### config.mk
export PLATFORM = sky130hd
export DESIGN_NAME = rx_iq_packer
export DESIGN_NICKNAME = d
export VERILOG_FILES = /design/src/rtl/rx_iq_packer.sv
export SDC_FILE = /design/constraint.sdc
export NUM_CORES = 1
export LEC_CHECK = 0
export ABC_CLOCK_PERIOD_IN_PS = 3370
export CAP_MARGIN = 20
export CELL_PAD_IN_SITES_DETAIL_PLACEMENT = 1
export CELL_PAD_IN_SITES_GLOBAL_PLACEMENT = 1
export CORE_MARGIN = 2
export CORE_UTILIZATION = 41
export DETAILED_ROUTE_END_ITERATION = 10
export GPL_TIMING_DRIVEN = 0
export PLACE_DENSITY_LB_ADDON = 0.15
export SYNTH_ARGS = -nofsm -noshare
export SYNTH_HDL_FRONTEND = slang
export SYNTH_SLANG_ARGS = --single-unit
export TNS_END_PERCENT = 5
### constraint.sdc
create_clock -name clk -period 3.37 [get_ports clk]
set_input_delay 0.5055 -clock clk [delete_from_list [all_inputs] [get_ports clk]]
set_output_delay 0.5055 -clock clk [all_outputs]
set_load 0.02 [all_outputs]
### src/rtl/rx_iq_packer.sv
// rx_iq_packer: receive-path stage between the AD9361 1T1R sample interface
// and the AXI2S stream input. Decimates the rx_ce sample stream, packs kept
// samples into 32-bit words (16b I/Q, 8b I/Q pairs, or a counter test
// pattern) and emits one-cycle word strobes with a start-of-frame marker.
module rx_iq_packer #(
    parameter int DEC_W = 4,
    parameter int CNT_W = 32
) (
    input  logic             clk,
    input  logic             rst_n,
    input  logic             enable,
    input  logic [1:0]       mode,
    input  logic [DEC_W-1:0] dec,
    input  logic             sync,
    input  logic [11:0]      rx_I,
    input  logic [11:0]      rx_Q,
    input  logic             rx_ce,
    output logic [31:0]      dout,
    output logic             dout_en,
    output logic             dout_sof,
    output logic [CNT_W-1:0] word_cnt
);

    localparam logic [1:0] MODE_IQ16 = 2'd0;
    localparam logic [1:0] MODE_IQ8  = 2'd1;
    localparam logic [1:0] MODE_TEST = 2'd2;

    logic [1:0]       mode_r;
    logic [DEC_W-1:0] dec_cnt;
    logic             phase;
    logic [15:0]      lo;
    logic [CNT_W-1:0] test_cnt;
    logic             sof_pend;

    // Combinational view of the current cycle
    logic [1:0]       mode_eff;
    logic             accept;
    logic             kept;
    logic             phase_eff;
    logic [CNT_W-1:0] tc_eff;
    logic [CNT_W-1:0] wc_eff;
    logic             sofp_eff;
    logic [31:0]      s16;
    logic [15:0]      s8;
    logic             emit;
    logic [31:0]      word;
    logic [DEC_W-1:0] dec_nxt;

    // Mode 3 is an alias of mode 0
    assign mode_eff = (mode_r == 2'd3) ? MODE_IQ16 : mode_r;

    assign accept = enable & rx_ce & ~sync;
    // A sync cycle with rx_ce is always sample 0 of the new alignment
    assign kept   = enable & rx_ce & (sync | (dec_cnt == '0));

    // On sync the sample of that cycle sees fully cleared pack/frame state
    assign phase_eff = sync ? 1'b0 : phase;
    assign tc_eff    = sync ? '0 : test_cnt;
    assign wc_eff    = sync ? '0 : word_cnt;
    assign sofp_eff  = sync ? 1'b1 : sof_pend;

    assign s16 = {{4{rx_Q[11]}}, rx_Q, {4{rx_I[11]}}, rx_I};
    assign s8  = {rx_Q[11:4], rx_I[11:4]};

    // Word assembly and strobe decision per mode
    always_comb begin
        emit = 1'b0;
        word = s16;
        case (mode_eff)
            MODE_IQ8: begin
                emit = kept & phase_eff;
                word = {s8, lo};
            end
            MODE_TEST: begin
                emit = kept;
                word = 32'(tc_eff);
            end
            default: begin
                emit = kept;
                word = s16;
            end
        endcase
    end

    // Decimation counter next value; the sync sample counts as the first
    // accept from zero so dec=0 keeps every sample right after a sync
    always_comb begin
        dec_nxt = dec_cnt;
        if (sync) begin
            if (rx_ce)
                dec_nxt = (dec == '0) ? '0 : DEC_W'(1);
            else
                dec_nxt = '0;
        end else if (accept) begin
            dec_nxt = (dec_cnt == dec) ? '0 : dec_cnt + DEC_W'(1);
        end
    end

    // Mode is only taken while idle so a running stream never changes format
    always_ff @(posedge clk or negedge rst_n) begin
        if (!rst_n)
            mode_r <= MODE_IQ16;
        else if (!enable)
            mode_r <= mode;
    end

    // Decimation alignment and 8-bit pair packing state
    always_ff @(posedge clk or negedge rst_n) begin
        if (!rst_n) begin
            dec_cnt <= '0;
            phase   <= 1'b0;
            lo      <= '0;
        end else if (!enable) begin
            dec_cnt <= '0;
            phase   <= 1'b0;
        end else begin
            dec_cnt <= dec_nxt;
            if (kept && mode_eff == MODE_IQ8) begin
                phase <= ~phase_eff;
                if (!phase_eff)
                    lo <= s8;
            end else if (sync) begin
                phase <= 1'b0;
            end
        end
    end

    // Frame counters: test pattern, emitted words and pending start-of-frame
    always_ff @(posedge clk or negedge rst_n) begin
        if (!rst_n) begin
            test_cnt <= '0;
            word_cnt <= '0;
            sof_pend <= 1'b1;
        end else if (enable) begin
            if (kept && mode_eff == MODE_TEST)
                test_cnt <= tc_eff + CNT_W'(1);
            else if (sync)
                test_cnt <= '0;

            if (emit) begin
                word_cnt <= wc_eff + CNT_W'(1);
                sof_pend <= 1'b0;
            end else if (sync) begin
                word_cnt <= '0;
                sof_pend <= 1'b1;
            end
        end
    end

    // Output register: fixed one-cycle latency from the completing sample
    always_ff @(posedge clk or negedge rst_n) begin
        if (!rst_n) begin
            dout     <= '0;
            dout_en  <= 1'b0;
            dout_sof <= 1'b0;
        end else begin
            dout_en  <= emit;
            dout_sof <= emit & sofp_eff;
            if (emit)
                dout <= word;
        end
    end

endmodule
# Yosys cells after proc, flatten, opt, wreduce, memory -nomap -nowiden
# Cells that the tools add are included.
dict set report totals {
  word_cells 49
  register_bits 122
  out_inout_bits 66
  inputBits 35
}
dict set report classes {
  reduce_logical 5
  n_addsub 3
  n_eq_ne 5
  bitwise 8
  mux 18
}
# op n
set op_table {}
lappend op_table {{32-bit 2-to-1 mux} 4}
lappend op_table {{32-bit by 1-bit adder with 32-bit output (second input constant)} 2}
lappend op_table {{32-bit case mux with 2 select lines} 1}
lappend op_table {{4-bit 2-to-1 mux} 4}
lappend op_table {{4-bit zero test} 2}
lappend op_table {{1-bit 2-to-1 mux} 8}
lappend op_table {{1-bit bitwise AND} 5}
lappend op_table {{4-bit by 1-bit adder with 4-bit output (second input constant)} 1}
lappend op_table {{2-bit == test (second input constant)} 2}
lappend op_table {{4-bit == test} 1}
lappend op_table {{3-bit by 1-bit inequality test with 1-bit output (second input constant)} 1}
lappend op_table {{3-bit AND reduction} 1}
lappend op_table {{2-bit by 1-bit == test with 1-bit output (second input constant)} 1}
lappend op_table {{1-bit logical AND} 2}
lappend op_table {{2-bit 2-to-1 mux} 1}
lappend op_table {{1-bit NOT} 2}
lappend op_table {{1-bit bitwise OR} 1}

# Logic depth before layout (Yosys ltp)
# Gate-level depths: netlist (run 1).
dict set report depth {
  depth_word 6
  depth_mapped 10
  ltp_nobuf 8
}

# Least setup slack after synthesis (run 1)
# Ideal clock, no wire load.
dict set report synth_path {
  kind {input -> register}
  startpoint {input sync}
  endpoint {register word_cnt[14]}
  stages 10
  setup_ps 91
  path_buffers 4
  path_slack_ps 816
  t_arrival_ps 2463
  cell_sequence {clkbuf_1 > clkbuf_1 > clkbuf_1 > nor2_1 > ha_1 > and3_1 > clkbuf_1 > nand4b_1 > mux2_2 > o221ai_1}
}
dict set report synth_via {
  elab_chain_cells 5
}
# element line_no
set synth_rtl {}
lappend synth_rtl {{start, declared} 14} ;# input logic sync,
lappend synth_rtl {{parallel branches: the longest is 4 deep, another holds 32-bit by 1-bit adder with 32-bit output} n/a}
lappend synth_rtl {{32-bit 2-to-1 mux (*)} 140} ;# if (emit) begin
lappend synth_rtl {{end signal, assigned} 141} ;# word_cnt <= wc_eff + CNT_W'(1);
lappend synth_rtl {{end, declared} 21} ;# output logic [CNT_W-1:0] word_cnt
# Every way passes the cells marked *.
# A chain may end at the register's enable or synchronous reset.

# Worst setup path in the final report (run 1)
# Same ends and word-level chain as after synthesis.

==> results of run 1 <==
==> cells in the mapped netlist (all sizes together) (2+ instances only) <==
library cell	n	area share (%)
o31ai	9	1.1
buf	6	0.62
nor2b	7	0.70
o221ai	2	0.28
mux2i	3	0.48
inv	17	1.0
a21oi	28	2.2
or2	2	0.20
nor3b	2	0.24
nand3	25	2.0
clkbuf	33	2.0
o22ai	2	0.20
o21ai	30	2.4
nand4	19	1.9
xor2	22	3.1
a221oi	9	1.3
nand4b	5	0.70
nor2	47	2.8
nand2	125	7.5
dfrtp	121	48
o21a	2	0.24
xnor2	40	5.6
a31oi	2	0.20
and2	6	0.60
and3	4	0.40
nor4	13	1.3
a22oi	21	2.5
ha	6	1.2
or3	4	0.40
or4	4	0.54
nand3b	2	0.24
nand2b	6	0.60
nor3	19	1.9
mux2	19	3.4
==> flip-flops by register name (all words and copies together) (netlist names) <==
signal and count:
lo 16, word_cnt 32, dout_sof 1, sof_pend 1
dout_en 1, test_cnt 32, mode_r 2, dout 32
phase 1, dec_cnt 4
==> area by class of cell <==
cell class              instances  area [um2]  area share, %
repair buffers                100        1020           12.5
multi-input cells             495        3000           36.9
plain buffers                  39         164           2.01
flip-flops and latches        122        3050           37.5
clock inverters                12         148           1.81
well taps                     188         235           2.89
clock buffers                  20         457           5.60
inverters                      18        67.6          0.829
==> layer usage <==
layer  up-vias  routed length (um)  share of wire [%]  track usage [%]
met4         0                 277                1.4             8.73
met5         -                   0                  0                0
met2       146               10200                 50             44.1
met3        20                 889                4.4             5.72
li1       2596                   -                  -                -
met1      2855                8970                 44             34.1
==> path summary, 6_finish.rpt <==
check | start | endpoint | slack [ns] | cells past startpoint
min reg2reg | dout[18]$_DFFE_PN0P_ | dout[18]$_DFFE_PN0P_ | 0.48 | 2
max in group asynchronous | rst_n | lo[4]$_DFFE_PN0P_ | 2.09 | 3
min in group asynchronous | rst_n | dout[11]$_DFFE_PN0P_ | 0.50 | 2
max reg2reg | dec_cnt[0]$_DFFE_PN0P_ | dout[28]$_DFFE_PN0P_ | 0.50 | 8
min | dout[18]$_DFFE_PN0P_ | dout[18]$_DFFE_PN0P_ | 0.48 | 2
max | sync | word_cnt[14]$_DFFE_PN0P_ | 0.35 | 10
==> power by group <==
part | switching (mW) | leakage (nW) | internal (mW)
Sequential | 0.120 | 1.62 | 1.66
Combinational | 0.520 | 1.24 | 0.412
Clock | 0.691 | 0.284 | 1.19
==> critical path: cells and delay by family <==
kind	cells	cell delay (ns)
multiplexers	1	0.39
AO/OA/AOI/OAI	1	0.08
AND/OR/NAND/NOR	3	0.65
adder cells (fa/ha/maj)	1	0.25
buffers and inverters	4	1.46
==> repair_timing <==
item / CTS / global route
hold endpoints to repair: 22 / 0
hold buffers: 1 / 0
endpoints found under the setup margin: 1 / 5
resized for setup: 1 / 4
==> through the flow <==
stage               TNS, ns  utilization, %  instances  worst slack [ns]  hold slack [ns]
CTS                       0            53.9        994            0.0794            0.486
floorplan                 0               -        674             0.816            0.210
global route              0            54.0        994            0.0850            0.510
finish                    0            54.0        994             0.349            0.478
detailed placement    -3.13            49.8        961            -0.335            0.380
global placement    -379.59            49.6        960             -3.12            0.462
==> kinds of logic (layout without fill, tap and decap cells) <==
group	after synthesis	in the layout
adders and majority gates	6	6
xor gates and xnor gates	62	62
muxes	22	22
buffers and inverters	57	189
AOI/OAI and AO/OA	110	110
and+or+nand+nor	295	295
DFF	122	122
==> qor.yml, run 1 <==
status:
  status: "finished clean"
drt:
  wl_per_cell_um: 20.4
  num_vias: 5617
  dr.pass1.iters: 4
  drc: 0
  drt_iter0_drc: 309
  vias_per_cell: 5.65
  wl_um: 20300
  ant_nets: 0
sta:
  fin_crit_ns: 3.02
  setup_viol: 0
  relSlewSlack_pct: 44.4
  drv_slew: 0
  rsz0062_at_grt: "false"
  hold_violations: 0
  post-route-period-util_pct: 89.6
  fmax_mhz: 331
  worst_pin_slew_ns: 0.827
  fin_skew_ns: 0.0135
die:
  row_count: 45
  die_w_um: 128
  die_area_um2: 16300
  die_h_um: 128
  start_util_pct: 41.6
  core_area_um2: 15100
  io_pins: 101
global_route:
  grt_max_degree: 100
  grt_overflow: 0
  grt_pass1_vias: 6032
  grt_usage_pct: 26.3
  grt_pass1_wl_um: 33100
  antenna_found_initial: 0
worst_hold_path:
  hold_class: "reg2reg"
yosys:
  syn_nets: 715
  netlist_area_um2: 6270
  ys_async_sr_fraction_pct: 100
  synth_mux_area_share_pct: 3.89
  synth_ff_type: "dfrtp_1"
  synthSimpleGateAreaFrac_pct: 22.7
  synth-compound-area-share_pct: 11.2
  synth_cell_types: 51
  synth_xor_area_share_pct: 8.66
  synthesis.yosys.warnings: 0
  syn_area_per_cell_um2: 9.31
  synthCells: 674
  synth-edff-count: 0
  synthAdderAreaFrac_pct: 1.20
  ys_seq_area_share_pct: 48.7
  synth_seq_cells: 122
  synth_top_family_by_area: "simple AND/OR/NAND/NOR gates"
worst_setup_path:
  worstSetupPathType: "in2reg"
  critPathMostFrequentCell: "clkbuf_1"
  cpMaxStageDelayCell: "clkbuf_1"
  crit_arrival_ns: 3.35
  worst_setup_path_end_kind: "flip-flop"
  worst_setup_path_start_kind: "primary input"
  crit_fanout: 10
  required_ns: 3.70
  critical_path.cell_chain: "clkbuf_1 -> clkbuf_1 -> clkbuf_2 -> nor2_1 -> ha_1 -> and3_1 -> clkbuf_1 -> nand4b_1 -> mux2_2 -> o221ai_1"
  cpPeakStageDelay_ns: 0.49
clock_network:
  cts_root_buffer: "clkbuf_16"
  cts_buffer_depth: 2
  post_cts_buffers: 0
  cts_tree: "done"
  h-tree-depth: 4
  cts_sinks: 122
  numCtsBuffers: 17
  clk_pin_slew_ns: 0.06
  clk_latency_ns: 0.43
place:
  portBuffers: 98
  dp_hpwl_um: 14400
  place.gp.congestion: 0.851
  place_area_um2: 7520
pwr:
  cellLeakagePower_nw: 3.14
  irDropWorstVdd_mv: 0.306
  p_total_mw: 4.60
  p_per_area_nw_per_um2: 564
cells_and_area:
  n_antenna_cell: 0
  final_common_cell: "nand2_1"
  design_area_um2: 8150
  layout.nets: 834
  drive_gt1_share_pct: 8.31
  syn2layout_area_growth_pct: 29.9
  final_cell_mix: "nand2_1, dfrtp_1, clkdlybuf4s50_1, nor2_1, xnor2_1"
  fillers: 1721
job:
  cap_violations: 0
Power figures use the tool's default switching activity.
==> run 2, diff against run 1 <==
--- a/config.mk
+++ b/config.mk
@@ -9,7 +9,7 @@
 export CAP_MARGIN = 20
 export CELL_PAD_IN_SITES_DETAIL_PLACEMENT = 1
 export CELL_PAD_IN_SITES_GLOBAL_PLACEMENT = 1
-export CORE_MARGIN = 2
+export CORE_MARGIN = 4
 export CORE_UTILIZATION = 41
 export DETAILED_ROUTE_END_ITERATION = 10
 export GPL_TIMING_DRIVEN = 0
==> run 2 against run 1 <==
Compared with the run above: setup slack got worse by 0.16 ns; non-clock buffer count decreased by 1; cell count decreased by 0.50%; via count increased by 1.8%; clock-buffer cell count increased by 5; hold slack got worse by 0.45 ns; highest routed layer unchanged; critical path type unchanged.
==> qor.yml, run 2 (synthesis gave the netlist of run 1 again) <==
place:
  portBuffers: 98  # unchanged
  dp.cells: 957  # -0.42%
  dp_hpwl_um: 14700  # +1.7%
  place.gp.congestion: 0.841  # -1.1%
pwr:
  p_total_mw: 4.63  # +0.78%
  irDropWorstVdd_mv: 0.339  # +11%
  p_per_area_nw_per_um2: 569  # +0.98%
  cellLeakagePower_nw: 3.16  # +0.57%
worst_setup_path:
  critPathMostFrequentCell: "clkbuf_1"
  crit_path_start: "sync"
  r2r_start: "dec_cnt[0]$_DFFE_PN0P_"
  cpMaxStageDelayCell: "clkbuf_1"
  required_ns: 3.71  # about the same
  crit_fanout: 10  # unchanged
  cpPeakStageDelay_ns: 0.56  # +0.07 ns
  worstSetupPathType: "in2reg"
  critical_path.cell_chain: "clkbuf_1 -> clkbuf_1 -> clkbuf_1 -> nor2_1 -> ha_1 -> and3_1 -> clkbuf_1 -> nand4b_1 -> mux2_2 -> o221ai_1"
  crit_arrival_ns: 3.52  # +0.17 ns
  worst_setup_path_end_kind: "flip-flop"
  worst_setup_path_start_kind: "primary input"
drt:
  wl_um: 20800  # +2.5%
  num_vias: 5717  # +1.8%
  dr.pass1.iters: 5  # +1
  ant_nets: 0  # unchanged
  wl_per_cell_um: 21.1  # +3.0%
  vias_per_cell: 5.78  # +2.3%
  drt_iter0_drc: 356  # +15%
  drc: 0  # unchanged
cells_and_area:
  fillers: 1692  # -1.7%
  layout.nets: 833  # -0.12%
  largestRegisters: "dout: 32 flops, test_cnt: 32 flops, word_cnt: 32 flops"
  final_cell_mix: "nand2_1, dfrtp_1, clkdlybuf4s50_1, nor2_1, xnor2_1"
  syn2layout_area_growth_pct: 29.7
  final_common_cell: "nand2_1"
  drive_gt1_share_pct: 8.07  # -0.24 points
  n_antenna_cell: 0  # unchanged
  instances_no_fill: 989  # -0.50%
sta:
  relSlewSlack_pct: 45.1  # +0.74 points
  post-route-period-util_pct: 94.3  # +4.6 points
  tns_ns: 0  # unchanged
  fin_skew_ns: 0.00682  # -0.00670 ns
  fmax_mhz: 315  # -4.9%
  drv_slew: 0  # unchanged
  setup_viol: 0  # unchanged
  fin_crit_ns: 3.18  # +0.155 ns
  fin_hold_ws_ns: 0.0308  # -0.448 ns
  hold_violations: 0  # unchanged
  worst_pin_slew_ns: 0.816  # -0.0110 ns
global_route:
  grt_pass1_vias: 6202  # +2.8%
  grt_max_degree: 72  # -28%
  grt_usage_pct: 24.7  # -1.7 points
  grt_pass1_wl_um: 34500  # +4.1%
  antenna_found_initial: 0  # unchanged
  grt_overflow: 0  # unchanged
die:
  die_h_um: 132  # +3.1%
  io_pins: 101  # unchanged
  row_count: 44  # -2.2%
  start_util_pct: 42.5  # +0.94 points
  die_area_um2: 17300  # +6.4%
  core_area_um2: 14800  # -2.2%
  die_w_um: 132  # +3.1%
clock_network:
  cts_root_buffer: "clkbuf_16"
  hold_buffers: 0  # -1
  h-tree-depth: 4  # unchanged
  clk_pin_slew_ns: 0.06  # about the same
  cts_buffer_depth: 2  # unchanged
  cts_sinks: 122  # unchanged
  clk_latency_ns: 0.43  # about the same
  cts_tree: "done"
  numCtsBuffers: 17  # unchanged
job:
  cap_violations: 0  # unchanged
worst_hold_path:
  hold_class: "in2async"
status:
  status: "finished clean"
-- run 2: metrics by stage --
stage | utilization [%] | setup slack [ns] | area [um2]
final | 55.1 | 0.194 | 8130
after global routing | 55.1 | -0.0113 | 8130
after CTS | 55.1 | 0.200 | 8120
after detailed placement | 50.9 | -0.233 | 7510
after global placement | 50.7 | -3.06 | 7480
after floorplan | - | 0.816 | 6270
-- run 2: layer usage --
metal	global-route usage, %	vias up	wire length (um)
li1	-	2587	-
met1	32.3	2905	9150
met2	40.3	172	10100
met3	5.01	53	902
met4	9.74	0	617
met5	0	-	0
-- run 2: report_power, final --
part	total (mW)	internal [mW]	switching [mW]
registers	1.78	1.66	0.123
logic	0.948	0.412	0.537
clock network	1.90	1.22	0.682
-- run 2: area by class of cell --
| type | instances | area (um2) | area share (%) |
|---|---|---|---|
| Sequential cell | 122 | 3050 | 37.6 |
| Multi-Input combinational cell | 495 | 3000 | 36.9 |
| Timing Repair Buffer | 99 | 1010 | 12.4 |
| Clock buffer | 25 | 526 | 6.46 |
| Tap cell | 184 | 230 | 2.83 |
| Buffer | 39 | 163 | 2.00 |
| Clock inverter | 7 | 85.1 | 1.05 |
| Inverter | 18 | 67.6 | 0.831 |
-- run 2: final timing paths --
kind | endpoint | slack [ns] | cells past startpoint
max in group asynchronous | sof_pend$_DFFE_PN1P_ | 2.59 | 2
worst min register to register | dout[10]$_DFFE_PN0P_ | 0.48 | 2
worst max-delay path | word_cnt[14]$_DFFE_PN0P_ | 0.19 | 10
worst max register to register | lo[13]$_DFFE_PN0P_ | 0.45 | 7
min in group clk | dout[10]$_DFFE_PN0P_ | 0.48 | 2
worst min-delay path | dout_en$_DFF_PN0_ | 0.03 | 1
-- run 2: what timing repair did --
action,4_1_cts,5_1_grt
resized for setup,0,2
buffers inserted,0,0
setup endpoints to repair,0,20
-- run 2: critical path, delay by kind of cell --
family | cells | cell delay (ns)
buffers and inverters | 4 | 1.61
AND/OR/NAND/NOR | 3 | 0.68
multiplexers | 1 | 0.38
adder cells (fa/ha/maj) | 1 | 0.27
AO/OA/AOI/OAI | 1 | 0.07
